<file path="src/rtl/if_id_if.sv">
// if_id_if: fetch-to-decode bundle carried through the IF/ID pipeline register.
interface if_id_if #(parameter int CNT_W = 16);
  logic [15:0] instr_in, nextPC_in, currPC_in;
  logic stall, flush;
  logic [15:0] instr_out, nextPC_out, currPC_out;
  logic valid_out, isNop_out, halted;
  logic [CNT_W-1:0] stall_cnt;
  modport master (
    output instr_in, nextPC_in, currPC_in, stall, flush,
    input instr_out, nextPC_out, currPC_out, valid_out, isNop_out, halted, stall_cnt
  );
  modport slave (
    input instr_in, nextPC_in, currPC_in, stall, flush,
    output instr_out, nextPC_out, currPC_out, valid_out, isNop_out, halted, stall_cnt
  );
endinterface

</file>
<file path="src/rtl/if_id_stage.sv">
// if_id_stage: IF/ID pipeline register with stall hold, flush-to-NOP, HALT freeze and a saturating stall counter.
module if_id_stage #(
  parameter logic [15:0] NOP_INSTR = 16'h0800,
  parameter logic [4:0] HALT_OPC = 5'b00000,
  parameter int CNT_W = 16
) (
  input logic clk,
  input logic rst,
  if_id_if.slave bus
);
  localparam logic [1:0] EMPTY = 2'd0, RUN = 2'd1, HALTED = 2'd2;
  logic [1:0] state;
  logic [15:0] instr, next_pc, curr_pc;
  logic [CNT_W-1:0] cnt;
  always_ff @(posedge clk or posedge rst) begin
    if (rst) begin
      state <= EMPTY;
      instr <= NOP_INSTR;
      next_pc <= '0;
      curr_pc <= '0;
      cnt <= '0;
    end else if (bus.flush) begin
      state <= EMPTY;
      instr <= NOP_INSTR;
      next_pc <= bus.nextPC_in;
      curr_pc <= bus.currPC_in;
    end else if (bus.stall) begin
      if (state == RUN && cnt != '1) cnt <= cnt + 1'b1;
    end else if (state != HALTED) begin
      state <= (bus.instr_in[15:11] == HALT_OPC) ? HALTED : RUN;
      instr <= bus.instr_in;
      next_pc <= bus.nextPC_in;
      curr_pc <= bus.currPC_in;
    end
  end
  // valid/bubble/halt flags are pure functions of the held state
  assign bus.instr_out = instr;
  assign bus.nextPC_out = next_pc;
  assign bus.currPC_out = curr_pc;
  assign bus.valid_out = state != EMPTY;
  assign bus.isNop_out = state == EMPTY;
  assign bus.halted = state == HALTED;
  assign bus.stall_cnt = cnt;
endmodule

</file>
<file path="src/flat_wrapper.sv">
// flat-port wrapper written by rule: the top's interface ports become plain ports
module if_id_stage_flat 
#(
  parameter logic [15:0] NOP_INSTR = 16'h0800,
  parameter logic [4:0] HALT_OPC = 5'b00000,
  parameter int CNT_W = 16
)
  (clk, rst, bus_instr_in, bus_nextPC_in, bus_currPC_in, bus_stall, bus_flush, bus_instr_out, bus_nextPC_out, bus_currPC_out, bus_valid_out, bus_isNop_out, bus_halted, bus_stall_cnt);
  if_id_if #(.CNT_W(CNT_W)) bus_i ();
  input logic clk;
  input logic rst;
  input wire logic [$bits(bus_i.instr_in)-1:0] bus_instr_in;
  input wire logic [$bits(bus_i.nextPC_in)-1:0] bus_nextPC_in;
  input wire logic [$bits(bus_i.currPC_in)-1:0] bus_currPC_in;
  input wire logic [$bits(bus_i.stall)-1:0] bus_stall;
  input wire logic [$bits(bus_i.flush)-1:0] bus_flush;
  output wire logic [$bits(bus_i.instr_out)-1:0] bus_instr_out;
  output wire logic [$bits(bus_i.nextPC_out)-1:0] bus_nextPC_out;
  output wire logic [$bits(bus_i.currPC_out)-1:0] bus_currPC_out;
  output wire logic [$bits(bus_i.valid_out)-1:0] bus_valid_out;
  output wire logic [$bits(bus_i.isNop_out)-1:0] bus_isNop_out;
  output wire logic [$bits(bus_i.halted)-1:0] bus_halted;
  output wire logic [$bits(bus_i.stall_cnt)-1:0] bus_stall_cnt;
  assign bus_i.instr_in = bus_instr_in;
  assign bus_i.nextPC_in = bus_nextPC_in;
  assign bus_i.currPC_in = bus_currPC_in;
  assign bus_i.stall = bus_stall;
  assign bus_i.flush = bus_flush;
  assign bus_instr_out = bus_i.instr_out;
  assign bus_nextPC_out = bus_i.nextPC_out;
  assign bus_currPC_out = bus_i.currPC_out;
  assign bus_valid_out = bus_i.valid_out;
  assign bus_isNop_out = bus_i.isNop_out;
  assign bus_halted = bus_i.halted;
  assign bus_stall_cnt = bus_i.stall_cnt;
  if_id_stage #(.NOP_INSTR(NOP_INSTR), .HALT_OPC(HALT_OPC), .CNT_W(CNT_W)) u_core (.clk(clk), .rst(rst), .bus(bus_i));
endmodule
</file>
<file path="config.mk">
export PLATFORM = sky130hd
export DESIGN_NAME = if_id_stage_flat
export DESIGN_NICKNAME = d
export VERILOG_FILES = /design/src/rtl/if_id_if.sv /design/src/rtl/if_id_stage.sv /design/src/flat_wrapper.sv
export SDC_FILE = /design/constraint.sdc
export NUM_CORES = 1
export LEC_CHECK = 0
export ABC_AREA = 1
export BUFFER_PORTS_ARGS = -buffer_cell sky130_fd_sc_hd__clkbuf_2
export CAP_MARGIN = 10
export CORE_ASPECT_RATIO = 1.5
export CORE_MARGIN = 4
export CORE_UTILIZATION = 40
export CTS_BUF_LIST = sky130_fd_sc_hd__clkbuf_8
export CTS_CLUSTER_SIZE = 8
export DETAILED_ROUTE_END_ITERATION = 7
export PLACE_DENSITY = 0.74
export SLEW_MARGIN = 20
export SYNTH_ARGS = -nofsm -noshare
export SYNTH_HDL_FRONTEND = slang
export SYNTH_SLANG_ARGS = --single-unit
</file>
<file path="constraint.sdc">
create_clock -name clk -period 2.8 [get_ports clk]
set_input_delay 0.42 -clock clk [delete_from_list [all_inputs] [get_ports clk]]
set_output_delay 0.42 -clock clk [all_outputs]
set_load 0.01 [all_outputs]
</file>
-- Word-level counts from Yosys, hierarchy flattened
Cells that the tools add are included.
- register bits after elaboration: 66
- input port bits: 52
- output and inout port bits: 67
- word-level logic and storage cells: 32
- $add $sub $neg: 1
- equality and inequality tests: 5
- multiplexer cells: 13
- bitwise operators: 1
- reductions and logical operators: 7
- operator list (kind ; number):
    16-bit 2-to-1 mux ; 9
    16-bit by 1-bit adder with 16-bit output (second input constant) ; 1
    16-bit != test (second input constant) ; 1
    2-bit 2-to-1 mux ; 4
    5-bit zero test ; 1
    2-bit nonzero test ; 2
    3-bit AND reduction ; 1
    2-bit by 1-bit equality test with 1-bit output (second input constant) ; 1
    2-bit equality test (second input constant) ; 1
    2-bit zero test ; 1
    2-bit by 1-bit != test with 1-bit output (second input constant) ; 1
    2-bit != test (second input constant) ; 1
    2-bit AND reduction ; 1
    1-bit logical AND ; 1
    1-bit inverter ; 1

-- Depth between registers and ports, before layout
Gate-level depths: netlist of run 1.
- word-level depth: 5
- mapped depth: 10
- mapped depth without buffers: 9

-- Worst setup path after synthesis of run 1
OpenSTA, ideal clock, no wires.
- path kind: register -> register
- start: register u_core.cnt[0], in the netlist u_core.bus.stall_cnt[0]
- end: register u_core.cnt[6], in the netlist u_core.bus.stall_cnt[6]
- setup time: 117 ps
- data arrival time: 1358 ps
- required time: 2683 ps
- path slack: 1325 ps
- stages on the path, launching flop included: 11
- path buffers: 2
- clock period less this slack: 1475 ps
- cells stage by stage: dfrtp_1 ha_1 inv_1 nor2_1 nand2_1 nor2_1 nor2_1 buf_6 buf_6 nand3_1 nand2_1
- cells in the longest elaborated chain, start to end: 3
- elaborated cells on any way between the ends: 4
- those cells by class: 1 x add/sub; 1 x eq/ne; 2 x reduce/logical
- ends and longest elaborated chain (item ; line ; source):
    start, declared ; if_id_stage.sv:14 ; logic [CNT_W-1:0] cnt;
    start signal, assigned ; if_id_stage.sv:28 ; if (state == RUN && cnt != '1) cnt <= cnt + 1'b1;
    parallel branches: the longest is 3 deep, another holds 16-bit by 1-bit adder with 16-bit output ; n/a ;
Several ways; the timed one is not identified.
A chain may end at the register's enable or synchronous reset.

-- Final worst setup path of run 1
- start: register u_core.cnt[0], in the netlist u_core.bus.stall_cnt[0]
- end: register u_core.cnt[0], in the netlist u_core.bus.stall_cnt[0]
The elaborated chain is that of the path after synthesis.

==> metrics.cfg, run 1 <==
[status]
status = finished, final reports clean

[timing]
skew_ns = 0.00413
holdWs_ns = 0.157
setup_viol = 0
slew_viol_final = 0
final.period_utilization = 0.598
setup_ws_ns = 1.12
fin_setup_tns_ns = 0
period_needed_ns = 1.68
worstMarginPinSlew_ns = 0.905
hold_viol = 0
slew_headroom = 0.396
rsz0062_at_grt = false
fmax_mhz = 597

[clock_network]
cts_max_level = 3
path_clk_slew_ns = 0.07
clock-sinks = 66
cts_max_path_buffers = 2
clkLatencyLatePin_ns = 0.34
tritoncts = done
post_cts_buffers = 0
numCtsBuffers = 9
root_buffer = clkbuf_8
hold_buffers = 0
cts-resized-gates = 0

[global_route]
gr-max-usage-layer = met2
grt_pass1_wl_mm = 11.9
first_global_vias = 2648
met2_usage = 0.276
grt_overflow = 0
antenna_found_initial = 0
grt_max_degree = 49
use_met3 = 0.0698
grt_usage = 0.175
met1_usage = 0.204

[die]
coreArea_um2 = 6940
placementRows = 37
die_h_um = 112
dieArea_um2 = 8670
initial_utilization = 0.416
fp.dieW_um = 77.4
ios = 119

[yosys]
synth_top_area_cell = dfrtp_1
netlist_instances = 353
synth-seq-area-share = 0.573
yosys_warnings = 0
syn_area_um2 = 2890
syn-num-nets = 406
synth.avg_cell_area_um2 = 8.18
ys_seq_elements = 66
ys_top_cells_by_area = dfrtp_1 56%, nand2_1 23%, inv_1 3.9%
synth_cell_types = 21
yosysTopAreaCellShare = 0.564

[setup_path]
cp-start-kind = flip-flop
crit_type = reg2reg
r2r_cells = 10
cp-end-kind = flip-flop
critPathRequiredTime_ns = 3.04
crit_fanout = 29
arrival_ns = 1.91

[route]
drc_errors = 0
wl_mm = 7.13
vias = 2662
wl_per_cell_um = 12.8
viasPerCell = 4.78
ant_nets = 0
drtPass1Iterations = 4
drt_iter0_drc = 139

[pwr]
total_leakage_power_nw = 2.13
total_power_mw = 2.16
ir_worst_vdd_v = 0.000390
powerDensity_nw_per_um2 = 579

[final_layout]
syn2layout_area_growth_pct = 29.1
drive_gt1_frac = 0.290
antenna-diode-count = 0
final_nets = 527

[placed_design]
gp_congestion = 0.926
port_buffers = 118
place.detailed.hpwl_mm = 5.28
place_ws_ns = 1.07

[job]
max_cap_viol_count = 0

[worst_hold_path]
hold_class = in2async

-- path summary, 6_finish.rpt --
path | slack [ns] | end | start
worst min-delay path | 0.16 | u_core.bus.instr_out[5]$_DFFE_PP0P_ | rst
worst max-delay path | 1.12 | u_core.bus.stall_cnt[0]$_DFFE_PP0P_ | u_core.bus.stall_cnt[0]$_DFFE_PP0P_
worst min register to register | 0.48 | u_core.bus.currPC_out[2]$_DFFE_PP0P_ | u_core.bus.currPC_out[2]$_DFFE_PP0P_
min in group clk | 0.26 | u_core.bus.nextPC_out[1]$_DFFE_PP0P_ | bus_nextPC_in[1]
max in group asynchronous | 2.00 | u_core.bus.stall_cnt[7]$_DFFE_PP0P_ | rst
worst max register to register | 1.12 | u_core.bus.stall_cnt[0]$_DFFE_PP0P_ | u_core.bus.stall_cnt[0]$_DFFE_PP0P_
-- registers in the layout, indices dropped and copies added, names as in the netlist --
register and count:
u_core.state 2, u_core.bus.instr_out 16, u_core.bus.currPC_out 16, u_core.bus.nextPC_out 16, u_core.bus.stall_cnt 16
-- final cells by class --
class / instances / area (µm²)
Inverter: 30 / 113
Tap cell: 78 / 97.6
Clock inverter: 7 / 56.3
Multi-Input combinational cell: 245 / 1050
Sequential cell: 66 / 1650
Clock buffer: 9 / 124
Timing Repair Buffer: 122 / 633
Fill cell: 647 / 3220
-- Yosys cell counts --
master,number
a22o_1,12
and2_1,1
and3_1,2
buf_2,6
buf_4,3
buf_6,2
clkbuf_1,1
dfrtp_1,65
dfstp_2,1
ha_1,1
inv_1,30
nand2_1,174
nand3_1,21
nand3b_1,1
nor2_1,26
nor2_2,1
nor3_1,1
nor4_1,1
o21ai_0,2
o22ai_1,1
xor2_1,1
-- per-stage QoR --
| stage | cells | util | instance area [µm²] |
|---|---|---|---|
| detailed placement | 541 | 0.511 | 3550 |
| global placement | 541 | 0.511 | 3550 |
| CTS | 557 | 0.537 | 3730 |
| global route | 557 | 0.537 | 3730 |
| finish | 557 | 0.537 | 3730 |
| floorplan | 353 | - | 2890 |
-- power breakdown --
part	total, mW	internal (mW)	switching (mW)
Combinational	0.317	0.130	0.187
Sequential	1.09	1.03	0.0624
Clock	0.749	0.397	0.353
Total	2.16	1.55	0.602
-- cell usage in the layout, fill, tap and decap left out --
cell type,netlist,final
nand2_1,174,174
clkbuf_2,0,118
dfrtp_1,65,65
inv_1,30,32
nor2_1,26,25
nand3_1,21,21
a22o_1,12,12
clkbuf_8,0,9
clkinv_2,0,3
buf_4,3,3
o21ai_0,2,2
and3_1,2,2
nor2_4,0,1
inv_2,0,1
nor2_2,1,1
nor4_1,1,1
xor2_1,1,1
nor3_1,1,1
nand3b_1,1,1
and2_1,1,1
o22ai_1,1,1
ha_1,1,1
bufinv_16,0,1
buf_12,0,1
dfstp_2,1,1
-- worst max-delay path, stage by stage, from the launching register on --
cell and delay [ns]:
dfrtp_1 0.42, ha_1 0.28, inv_1 0.07, nor2_1 0.05, nand2_1 0.06, nor2_1 0.04, nor2_1 0.08, buf_4 0.28
nand2_1 0.15, nand2_1 0.09, nand2_1 0.05
-- kinds of logic after synthesis --
logic type / synth area share
flops: 0.573
buf+inv: 0.0663
compound gates: 0.0420
xor+xnor: 0.00303
fa+ha+maj: 0.00433
simple gates: 0.312
-- layer usage --
layer  share of wire  up-vias
li1                -     1327
met5               0        -
met1            0.41     1200
met4           0.027        0
met3           0.090       23
met2            0.47      112
No activity file was read; power rests on OpenSTA's default activity.
==> run 2: changes to the inputs <==
--- a/config.mk
+++ b/config.mk
@@ -14,7 +14,7 @@
 export CTS_BUF_LIST = sky130_fd_sc_hd__clkbuf_8
 export CTS_CLUSTER_SIZE = 8
 export DETAILED_ROUTE_END_ITERATION = 7
-export PLACE_DENSITY = 0.74
+export PLACE_DENSITY = 0.77
 export SLEW_MARGIN = 20
 export SYNTH_ARGS = -nofsm -noshare
 export SYNTH_HDL_FRONTEND = slang
==> constraint.sdc (replaced) <==
create_clock -name clk -period 1.44 [get_ports clk]
set_input_delay 0.216 -clock clk [delete_from_list [all_inputs] [get_ports clk]]
set_output_delay 0.216 -clock clk [all_outputs]
set_load 0.01 [all_outputs]
==> run 2 against run 1 <==
Effect of this change: the run now ends with setup timing left; combinational power rose to 2.6 times the previous value; sequential cell count unchanged; worst hold slack worse by 0.094 ns; critical path type unchanged; critical endpoint is now u_core.bus.stall_cnt[4]$_DFFE_PP0P_; largest cell class unchanged; highest routed layer unchanged.
==> metrics.cfg, run 2 (synthesis results as in run 1) <==
[global_route]
grt_overflow = 0
grt_usage = 0.185
grt_max_degree = 36
antenna_found_initial = 0
first_global_vias = 2890
grt_pass1_wl_mm = 12.9

[route]
drt_iter0_drc = 104
vias = 2806
wl_mm = 7.59
drc_errors = 0
wl_per_cell_um = 13.0
ant_nets = 0
viasPerCell = 4.80
drtPass1Iterations = 4

[setup_path]
cp-start-kind = flip-flop
cp-end-kind = flip-flop
arrival_ns = 1.73
crit_type = reg2reg
crit_fanout = 6
critPathRequiredTime_ns = 1.68
r2r_cells = 10

[placed_design]
place.detailed.hpwl_mm = 5.65
gp_congestion = 0.879
port_buffers = 118
placed_cells_incl_taps = 563
place_area_um2 = 3730

[timing]
setup_viol = 12
skew_ns = 0.0109
worstMarginPinSlew_ns = 0.424
slew_headroom = 0.714
hold_viol = 0
slew_viol_final = 0
rsz0062_at_grt = true
fmax_mhz = 673
final.period_utilization = 1.03
period_needed_ns = 1.49
setup_ws_ns = -0.0454
holdWs_ns = 0.0632

[clock_network]
root_buffer = clkbuf_8
cts_max_level = 3
clock-sinks = 66
tritoncts = done
numCtsBuffers = 9
cts_max_path_buffers = 2
clkLatencyLatePin_ns = 0.35
path_clk_slew_ns = 0.07

[pwr]
switchingPower_mw = 1.23
powerDensity_nw_per_um2 = 1060
pwr-share-comb = 0.197
switching_share = 0.288
ir_worst_vdd_v = 0.000719
internal_power_mw = 3.04
power.share.clock = 0.309
seqPwrFrac = 0.494
total_leakage_power_nw = 2.29

[die]
placementRows = 37
initial_utilization = 0.416
die_h_um = 112
ios = 119
dieArea_um2 = 8670
coreArea_um2 = 6940
fp.dieW_um = 77.4

[final_layout]
drive_gt1_frac = 0.377
mostFrequentLayoutCells = 161 x nand2_1, 118 x clkbuf_2, 65 x dfrtp_1, 30 x inv_1, 26 x buf_4
utilization = 0.579
syn2layout_area_growth_pct = 39.3
antenna-diode-count = 0
final_nets = 555
fillCellCount = 618
final_cell_area_um2 = 4020
instances_no_fill = 585
final_common_cell = nand2_1

[worst_hold_path]
min_path_cells = 3
hold_class = in2reg

[job]
max_cap_viol_count = 0

[status]
violations = setup timing
status = complete, but fails checks

run 2: cell types whose count changed in the layout (fill, tap and decap cells not counted), moves of 2 or more:
cell	before	now
buf_4	3	26
nand2_1	174	161
nand2_2	0	12
nor2_1	25	17
nor2_2	1	8
buf_6	0	4
inv_1	32	30
run 2: area by class of cell:
cell class / count / area [µm²] / share of cell area
Inverter: 30 / 116 / 0.0289
Multi-Input combinational cell: 245 / 1130 / 0.281
Clock buffer: 10 / 138 / 0.0342
Timing Repair Buffer: 150 / 861 / 0.214
Clock inverter: 6 / 26.3 / 0.00653
Tap cell: 78 / 97.6 / 0.0243
Sequential cell: 66 / 1650 / 0.411
run 2: layer usage:
layer	track usage	part of all wire	vias up
met5	0	0	-
met4	0.0796	0.017	0
met3	0.0626	0.084	13
met2	0.306	0.49	109
met1	0.217	0.41	1304
li1	-	-	1380
run 2: repair_timing:
item,CTS,global route
endpoints found under the hold margin,65,0
hold buffers,1,0
setup buffers,1,2
setup endpoints to repair,16,41
pin swaps,0,8
gates resized for setup,10,24
gates cloned,2,0
run 2: critical path, cell delays in order, from the launching register on:
cell and delay, ns:
dfrtp_1 0.43, ha_4 0.20, inv_2 0.05, nor2_1 0.03, nand2_1 0.07, nor2_2 0.05
nor2_4 0.19, buf_6 0.17, nand2_2 0.06, nand2_1 0.08, nand2_1 0.05
run 2: path summary, 6_finish.rpt:
| check | slack (ns) | endpoint | start |
|---|---|---|---|
| max | -0.05 | u_core.bus.stall_cnt[4]$_DFFE_PP0P_ | u_core.bus.stall_cnt[0]$_DFFE_PP0P_ |
| min | 0.06 | u_core.bus.nextPC_out[9]$_DFFE_PP0P_ | bus_nextPC_in[9] |
| max reg2reg | -0.05 | u_core.bus.stall_cnt[4]$_DFFE_PP0P_ | u_core.bus.stall_cnt[0]$_DFFE_PP0P_ |
| min reg2reg | 0.48 | u_core.bus.currPC_out[15]$_DFFE_PP0P_ | u_core.bus.currPC_out[15]$_DFFE_PP0P_ |
| max in group asynchronous | 0.58 | u_core.bus.instr_out[11]$_DFFE_PP1P_ | rst |
| min in group asynchronous | 0.51 | u_core.bus.stall_cnt[3]$_DFFE_PP0P_ | rst |
run 2: power by group through the flow:
stage,Combinational [mW],Clock (mW),Sequential [mW]
after floorplan,0.288,0,2.21
after global placement,0.734,0,2.13
after detailed placement,0.755,0,2.14
after CTS,0.795,1.36,2.10
after global routing,0.946,1.45,2.12
final,0.840,1.32,2.11
run 2: per-stage QoR:
step           power, mW  worst slack [ns]  TNS [ns]
6_report            4.26           -0.0454    -0.126
5_1_grt             4.52            -0.125     -1.26
4_1_cts             4.26           0.00457         0
3_5_place_dp        2.89           0.00333         0
3_3_place_gp        2.87            0.0555         0
2_1_floorplan       2.50            0.0222         0
==> run 3: changes to the inputs <==
--- a/config.mk
+++ b/config.mk
@@ -15,6 +15,7 @@
 export CTS_CLUSTER_SIZE = 8
 export DETAILED_ROUTE_END_ITERATION = 7
 export PLACE_DENSITY = 0.77
+export SETUP_SLACK_MARGIN = 0.2
 export SLEW_MARGIN = 20
 export SYNTH_ARGS = -nofsm -noshare
 export SYNTH_HDL_FRONTEND = slang
==> run 3 against run 2 <==
Effect of this change: the run still ends with setup timing left; first-iteration DRC count rose by 31%; design area grew 21%; sequential share of layout area is 7.0 points lower; combinational power grew 38%; via count increased by 9.2%; power grew 13%; critical path type unchanged; largest cell class unchanged.
==> metrics.cfg, run 3 (synthesis results as in run 1) <==
[die]
ios = 119
die_h_um = 112
coreArea_um2 = 6940
fp.dieW_um = 77.4
initial_utilization = 0.416
dieArea_um2 = 8670
placementRows = 37

[timing]
holdWs_ns = 0.0707
slew_viol_final = 0
fin_setup_tns_ns = -0.525
setup_viol = 16
rsz0062_at_grt = true
period_needed_ns = 1.50
final.period_utilization = 1.04
hold_viol = 0
slew_headroom = 0.640
fmax_mhz = 666
worstMarginPinSlew_ns = 0.536
skew_ns = 0.00887
setup_ws_ns = -0.0618

[final_layout]
final_nets = 575
fillCellCount = 543
antenna-diode-count = 0
drive_gt1_frac = 0.548
mostFrequentLayoutCells = 106 x nand2_1, 106 x clkbuf_2, 59 x dfrtp_1, 50 x nand2_2, 25 x buf_6
syn2layout_area_growth_pct = 68.9

[pwr]
total_power_mw = 4.83
switchingPower_mw = 1.37
seqPwrFrac = 0.442
total_leakage_power_nw = 2.58
powerDensity_nw_per_um2 = 992
power.share.clock = 0.318
pwr-share-comb = 0.240
ir_worst_vdd_v = 0.000775
switching_share = 0.284
internal_power_mw = 3.46

[global_route]
grt_pass1_wl_mm = 13.9
grt_usage = 0.203
grt_max_degree = 26
grt_overflow = 0
antenna_found_initial = 0
first_global_vias = 2931

[setup_path]
cp-start-kind = flip-flop
arrival_ns = 1.73
critPathMaxStageDelay_ns = 0.40
ff2ff_setup_slack_ns = -0.06
crit_slowest_cell = dfrtp_2
path_buf_inv = 3
crit_family = simple AND/OR/NAND/NOR gates
critPathRequiredTime_ns = 1.67
crit_type = reg2reg
cp-end-kind = flip-flop
crit_fanout = 5
path_cells = ha_4 > inv_2 > nor2_2 > nand2_1 > nor2_2 > nor2_4 > buf_6 > buf_12 > nand3_2 > nand2_1

[route]
drt_iter0_drc = 136
wl_per_cell_um = 16.0
vias = 3064
drtPass1Iterations = 4
wl_mm = 9.66
viasPerCell = 5.06
ant_nets = 0
drc_errors = 0

[status]
status = complete, but fails checks
violations = setup timing

[clock_network]
cts_max_level = 3
path_clk_slew_ns = 0.07
clock-sinks = 66
tritoncts = done
root_buffer = clkbuf_8
clkLatencyLatePin_ns = 0.34
cts_max_path_buffers = 2
numCtsBuffers = 9

[placed_design]
place.detailed.hpwl_mm = 6.00
place_ws_ns = -0.00934
gp_congestion = 0.896
port_buffers = 118

[worst_hold_path]
hold_class = in2reg

[job]
max_cap_viol_count = 0

-- run 3: routing by layer --
layer | share of wire | vias to the layer above | track usage
li1 | - | 1430 | -
met1 | 0.36 | 1482 | 0.226
met2 | 0.55 | 128 | 0.366
met3 | 0.059 | 24 | 0.0562
met4 | 0.029 | 0 | 0.0772
met5 | 0 | - | 0
-- run 3: path summary, 6_finish.rpt --
path	from	end	cells after the start
min	bus_currPC_in[10]	u_core.bus.currPC_out[10]$_DFFE_PP0P_	3
min in group asynchronous	rst	u_core.bus.stall_cnt[2]$_DFFE_PP0P_	3
max in group asynchronous	rst	u_core.bus.instr_out[11]$_DFFE_PP1P_	4
max reg2reg	u_core.bus.stall_cnt[0]$_DFFE_PP0P_	u_core.bus.stall_cnt[1]$_DFFE_PP0P_	10
min reg2reg	u_core.bus.currPC_out[11]$_DFFE_PP0P_	u_core.bus.currPC_out[11]$_DFFE_PP0P_	2
max	u_core.bus.stall_cnt[0]$_DFFE_PP0P_	u_core.bus.stall_cnt[1]$_DFFE_PP0P_	10
-- run 3: worst reg2reg max path, stage by stage, from the launching register on --
cell	delay (ns)
dfrtp_2	0.40
ha_4	0.17
inv_2	0.04
nor2_2	0.11
nand2_1	0.09
nor2_2	0.14
nor2_4	0.08
buf_6	0.13
buf_12	0.12
nand3_2	0.05
nand2_1	0.05
-- run 3: area by class of cell --
| type | count | area [µm²] | share of cell area |
|---|---|---|---|
| clock inverters | 2 | 8.76 | 0.00180 |
| repair buffers | 170 | 1380 | 0.283 |
| inverters | 30 | 121 | 0.0249 |
| clock buffers | 14 | 193 | 0.0395 |
| multi-input cells | 245 | 1410 | 0.290 |
| flip-flops and latches | 66 | 1660 | 0.341 |
| well taps | 78 | 97.6 | 0.0200 |
-- run 3: what timing repair did --
action,4_1_cts,5_1_grt
gates resized for setup,32,145
pin swaps,1,44
hold endpoints to repair,18,0
hold buffers,1,0
setup endpoints to repair,71,79
cloned,3,8
setup buffers,7,10
-- run 3: per-stage QoR --
step,area [µm²],utilization,std cells
after floorplan,2930,-,353
after global placement,3750,0.540,560
after detailed placement,3750,0.540,560
after CTS,4200,0.605,587
after global routing,4870,0.702,605
final,4870,0.702,605
-- run 3: power by group through the flow --
stage                     registers (mW)  logic [mW]  clock network [mW]
after floorplan                     2.22       0.313                   0
after global placement              2.14       0.767                   0
after detailed placement            2.15       0.795                   0
after CTS                           2.12       0.888                1.56
after global routing                2.16        1.25                1.67
final                               2.14        1.16                1.54
